<file path="config.mk">
export PLATFORM = sky130hd
export DESIGN_NAME = fir_coef_loader
export DESIGN_NICKNAME = d
export VERILOG_FILES = /design/src/rtl/fir_pkg.sv /design/src/rtl/fir_coef_loader.sv
export SDC_FILE = /design/constraint.sdc
export NUM_CORES = 1
export LEC_CHECK = 0
export CAP_MARGIN = 20
export CORE_MARGIN = 3
export CORE_UTILIZATION = 48
export CTS_BUF_LIST = sky130_fd_sc_hd__clkbuf_8
export CTS_CLUSTER_DIAMETER = 120
export CTS_CLUSTER_SIZE = 40
export DETAILED_ROUTE_END_ITERATION = 10
export GPL_TIMING_DRIVEN = 0
export PLACE_DENSITY = 0.85
export SETUP_SLACK_MARGIN = 0.15
export SYNTH_ARGS = -nofsm -noshare
export SYNTH_HDL_FRONTEND = slang
export SYNTH_SLANG_ARGS = --single-unit
</file>
<file path="constraint.sdc">
create_clock -name clk -period 3 [get_ports clk]
set_input_delay 0.3 -clock clk [delete_from_list [all_inputs] [get_ports clk]]
set_output_delay 0.3 -clock clk [all_outputs]
set_load 0.005 [all_outputs]
</file>
<file path="src/rtl/fir_pkg.sv">
// Shared FIR filter package: coefficient-loader FSM states, default filter
// dimensions and a counter-width helper used across filter blocks.
package fir_pkg;

    localparam int unsigned NR_STAGES_DEF = 32;
    localparam int unsigned DWIDTH_DEF    = 16;
    localparam int unsigned CWIDTH_DEF    = NR_STAGES_DEF * DWIDTH_DEF;

    typedef enum logic [2:0] {
        IDLE,
        QUIESCE,
        FETCH,
        SHIFT,
        ACKLO,
        DONE
    } load_state_t;

    // Counter width for n states, never narrower than one bit.
    function automatic int unsigned clog2w(input int unsigned n);
        return (n <= 1) ? 1 : int'($clog2(n));
    endfunction

endpackage

</file>
<file path="src/rtl/fir_coef_loader.sv">
// Fetches NR_STAGES coefficient words over a four-phase port and serialises
// them LSB first into the FIR wrapper, blocking samples while coefficients change.
module fir_coef_loader
    import fir_pkg::*;
#(
    parameter int unsigned NR_STAGES = NR_STAGES_DEF,
    parameter int unsigned DWIDTH    = DWIDTH_DEF
) (
    input  logic              clk,
    input  logic              rst,
    input  logic              load_start,
    output logic              busy,
    output logic              coef_valid,
    output logic              load_done,
    output logic              coef_req,
    input  logic              coef_ack,
    input  logic [0:DWIDTH-1] coef_data,
    output logic              h,
    output logic              h_enabled,
    input  logic              filt_req_in,
    output logic              src_req_in,
    input  logic              src_ack_in
);

    localparam int unsigned BW = clog2w(DWIDTH);
    localparam int unsigned WW = clog2w(NR_STAGES + 1);

    load_state_t       state;
    load_state_t       next_state;
    logic [BW-1:0]     bit_cnt;
    logic [WW-1:0]     word_cnt;
    logic [0:DWIDTH-1] shreg;
    logic              open;
    logic              last_bit;
    logic              more_words;

    // Next-state logic; word_cnt counts words already captured this load.
    always_comb begin
        next_state = state;
        last_bit   = (bit_cnt == BW'(DWIDTH - 1));
        more_words = (word_cnt < WW'(NR_STAGES));
        case (state)
            IDLE: begin
                if (load_start) next_state = QUIESCE;
            end
            QUIESCE: begin
                if (!filt_req_in && !src_ack_in) next_state = FETCH;
            end
            FETCH: begin
                if (coef_ack) next_state = SHIFT;
            end
            SHIFT: begin
                if (last_bit) begin
                    if (coef_ack)        next_state = ACKLO;
                    else if (more_words) next_state = FETCH;
                    else                 next_state = DONE;
                end
            end
            ACKLO: begin
                if (!coef_ack) next_state = more_words ? FETCH : DONE;
            end
            DONE: begin
                next_state = IDLE;
            end
            default: begin
                next_state = IDLE;
            end
        endcase
    end

    // State, datapath and registered outputs.
    always_ff @(posedge clk) begin
        if (rst) begin
            state      <= IDLE;
            bit_cnt    <= '0;
            word_cnt   <= '0;
            shreg      <= '0;
            open       <= 1'b0;
            coef_valid <= 1'b0;
            busy       <= 1'b0;
            load_done  <= 1'b0;
            coef_req   <= 1'b0;
            h_enabled  <= 1'b0;
        end else begin
            state     <= next_state;
            busy      <= (next_state != IDLE);
            coef_req  <= (next_state == FETCH);
            h_enabled <= (next_state == SHIFT);
            load_done <= (state == DONE);

            if (state == QUIESCE && next_state == FETCH) begin
                open       <= 1'b0;
                coef_valid <= 1'b0;
                word_cnt   <= '0;
            end

            // Zero fill drives h low once the word has been fully shifted out.
            if (state == FETCH && coef_ack) begin
                shreg    <= coef_data;
                bit_cnt  <= '0;
                word_cnt <= word_cnt + WW'(1);
            end else if (state == SHIFT) begin
                shreg   <= {1'b0, shreg[0:DWIDTH-2]};
                bit_cnt <= bit_cnt + BW'(1);
            end

            if (state == DONE) begin
                coef_valid <= 1'b1;
                open       <= 1'b1;
            end
        end
    end

    assign h          = shreg[DWIDTH-1];
    assign src_req_in = filt_req_in & open;

endmodule

</file>
==> flow_metrics.py <==
metrics = {
    "outcome": {
        "status": "completed",
    },
    "worst_setup_path": {
        "critPathCaptureType": "output port",
        "startpoint_type": "primary input",
        "critical_path_class": "primary input to output port",
        "critPathRequiredTime_ns": 2.70,
        "cp-endpoint": "src_req_in",
        "r2r_start": "state[0]",
        "rr_worst_depth": 5,
        "regToRegSetupSlack_ns": 1.41,
        "crit_path_start": "filt_req_in",
        "cp.arrival_ns": 1.40,
        "timing.rr.end": "shreg[4]",
        "cp_max_fo": 3,
    },
    "floorplanning": {
        "chipHeight_um": 61.8,
        "start_util": 0.524,
        "chipWidth_um": 61.8,
        "pin_count": 29,
        "core_mm2": 0.00285,
        "placementRows": 19,
        "die_area_mm2": 0.00382,
    },
    "clock_network": {
        "cts_resized": 0,
        "cts_buffers": 5,
        "ctsRootBufferMaster": "clkbuf_8",
        "htreeDepth": 2,
        "clkTransAtPathRegs_ns": 0.07,
        "clock_latency_ns": 0.29,
        "clock_path_buffers": 2,
        "cts_tree": "built",
        "cts.sinks": 34,
        "post-cts-setup-buffers": 0,
        "hold_buffers": 0,
    },
    "sta": {
        "setup_ws_ns": 1.30,
        "hold_viol": 0,
        "maxSlewHeadroom": 0.697,
        "setup_violations": 0,
        "max_freq_mhz": 587,
        "finalCritPeriodShare": 0.568,
        "drv_slew": 0,
        "worst_pin_slew_ns": 0.454,
        "rsz0062_at_grt": "no",
        "final.setup_skew_ns": 0.00875,
        "fin_crit_ns": 1.70,
        "setup_tns_ns": 0,
    },
    "placed_design": {
        "place_area_mm2": 0.00181,
        "dp.cells": 235,
        "numPortBuffers": 28,
        "hpwlAfterDp_um": 2390,
        "pre_cts_ws_ns": 1.11,
        "place.gp.congestion": 0.794,
    },
    "worst_hold_path": {
        "hold_depth": 2,
        "hold_class": "flop to flop",
    },
    "drt": {
        "met2_length_um": 1560,
        "routed_wl_um": 3300,
        "drtIter0Drc": 62,
        "vias_per_cell": 5.75,
        "drt-pass1-iter-count": 4,
        "drtAntennaViolNets": 0,
        "met3_length_um": 259,
        "avgRoutedWirePerCell_um": 13.6,
        "drc": 0,
        "highest_layer": "met4",
        "vias": 1391,
        "wl_met1_um": 1420,
    },
    "final_layout": {
        "multi_input_comb_area_um2": 737,
        "drive_gt1_frac": 0.0853,
        "area_growth_pct": 26.6,
        "stdcell_area_mm2": 0.00189,
        "fill_cells": 240,
        "stdcell_count": 242,
        "layout.nets": 235,
        "n_antenna_cell": 0,
        "ff_latch_area_um2": 681,
    },
    "logic_synthesis": {
        "synth_compound_area_frac": 0.189,
        "synthMuxAreaShare": 0.00670,
        "synth_top_family_by_area": "simple AND/OR/NAND/NOR gates",
        "yosysWarnings": 0,
        "synthTopCellsByCount": "34 x dfxtp_1, 27 x nand2_1, 26 x nor2_1",
        "synth-seq-cells": 34,
        "synth-simple-area-share": 0.257,
        "syn_inst": 176,
        "yosysSeqAreaShare": 0.456,
        "netlist.area_leader.share": 0.456,
        "syn_avg_cell_area_um2": 8.49,
        "async_flop_share": 0,
        "synth_area_leader_cell": "dfxtp_1",
        "synth_xor_area_frac": 0.0235,
        "synth_nets": 200,
        "netlist_area_mm2": 0.00149,
        "ys_types": 38,
        "synthMostInstantiatedCell": "dfxtp_1",
        "synth.area.top_cells": "dfxtp_1 46%, nand2_1 6.8%, nor2_1 6.5%",
        "synth-main-ff-cell": "dfxtp_1",
        "synth_enable_flop_cells": 0,
        "synth_fa_ha_area_frac": 0.0168,
    },
    "global_route": {
        "grt_usage": 0.194,
        "grt.overflow.total": 0,
        "first_global_vias": 1247,
        "antenna_found_initial": 0,
        "grt_pass1_wl_um": 5520,
        "grt_max_degree": 11,
    },
    "power": {
        "ir_worst_vdd_uv": 342,
        "p_leak_nw": 0.700,
        "powerDensity_mw_per_mm2": 463,
    },
    "job": {
        "max_cap_violations": 0,
    },
}
per-layer routing:
metal / global-route usage / vias up
met1: 0.234 / 634
met5: 0 / -
li1: - / 696
met2: 0.326 / 53
met4: 0.0848 / 0
met3: 0.0475 / 8
cells by family after synthesis:
group / after synthesis
DFF: 34
AOI/OAI and AO/OA: 40
xor gates and xnor gates: 4
adders and majority gates: 2
buffers and inverters: 15
and+or+nand+nor: 80
muxes: 1
metrics by stage:
step                utilization  hold slack (ns)  total power, mW
detailed placement        0.636            0.452            0.567
CTS                       0.663            0.461            0.874
floorplan                     -            0.392            0.520
global placement          0.636            0.445            0.563
finish                    0.663            0.460            0.876
global route              0.663            0.490            0.903
layout make-up:
class	instances	share of cell area
tap	31	0.0205
buffer	12	0.0344
sequential	34	0.360
clock buffer	5	0.0364
inverter	3	0.00595
clock inverter	2	0.00529
multi-input combinational	127	0.390
timing repair buffer	28	0.148
registers in the layout, summed over array words and instances, names as in the netlist, 3 cells and up:
| signal | flops |
|---|---|
| bit_cnt | 4 |
| shreg | 16 |
| state | 3 |
| word_cnt | 6 |
placed cells by master (no fill, tap or decap), types with 2 or more instances in the layout:
| cell | count |
|---|---|
| and2_1 | 3 |
| a21oi_1 | 9 |
| clkinv_2 | 2 |
| nand4_1 | 2 |
| ha_1 | 2 |
| clkbuf_8 | 5 |
| xor2_1 | 2 |
| inv_1 | 2 |
| a211oi_1 | 2 |
| nor2b_1 | 2 |
| xnor2_1 | 2 |
| o211ai_1 | 2 |
| a22oi_1 | 3 |
| o22ai_1 | 3 |
| buf_2 | 7 |
| o21ai_0 | 5 |
| nand2_1 | 27 |
| clkdlybuf4s50_1 | 28 |
| a311oi_1 | 10 |
| nand3_1 | 4 |
| clkbuf_1 | 3 |
| nand3b_1 | 2 |
| dfxtp_1 | 34 |
| nor3_1 | 8 |
| nor2_1 | 26 |
critical path: stages:
cell             delay, ns
clkdlybuf4s50_1       0.49
and2_1                0.12
clkdlybuf4s50_1       0.49
report_power, final:
group | switching (mW) | internal, mW
clock | 0.163 | 0.156
combinational | 0.0385 | 0.0486
sequential | 0.00754 | 0.463
total | 0.209 | 0.667
worst min-delay path by stage:
stage	start	end	slack, ns
2_1_floorplan	rst	load_done	0.39
3_3_place_gp	shreg[15]	shreg[15]	0.44
6_report	shreg[15]	shreg[15]	0.46
4_1_cts	shreg[15]	shreg[15]	0.46
3_5_place_dp	shreg[15]	shreg[15]	0.45
5_1_grt	shreg[15]	shreg[15]	0.49
No activity file was read; power rests on OpenSTA's default activity.
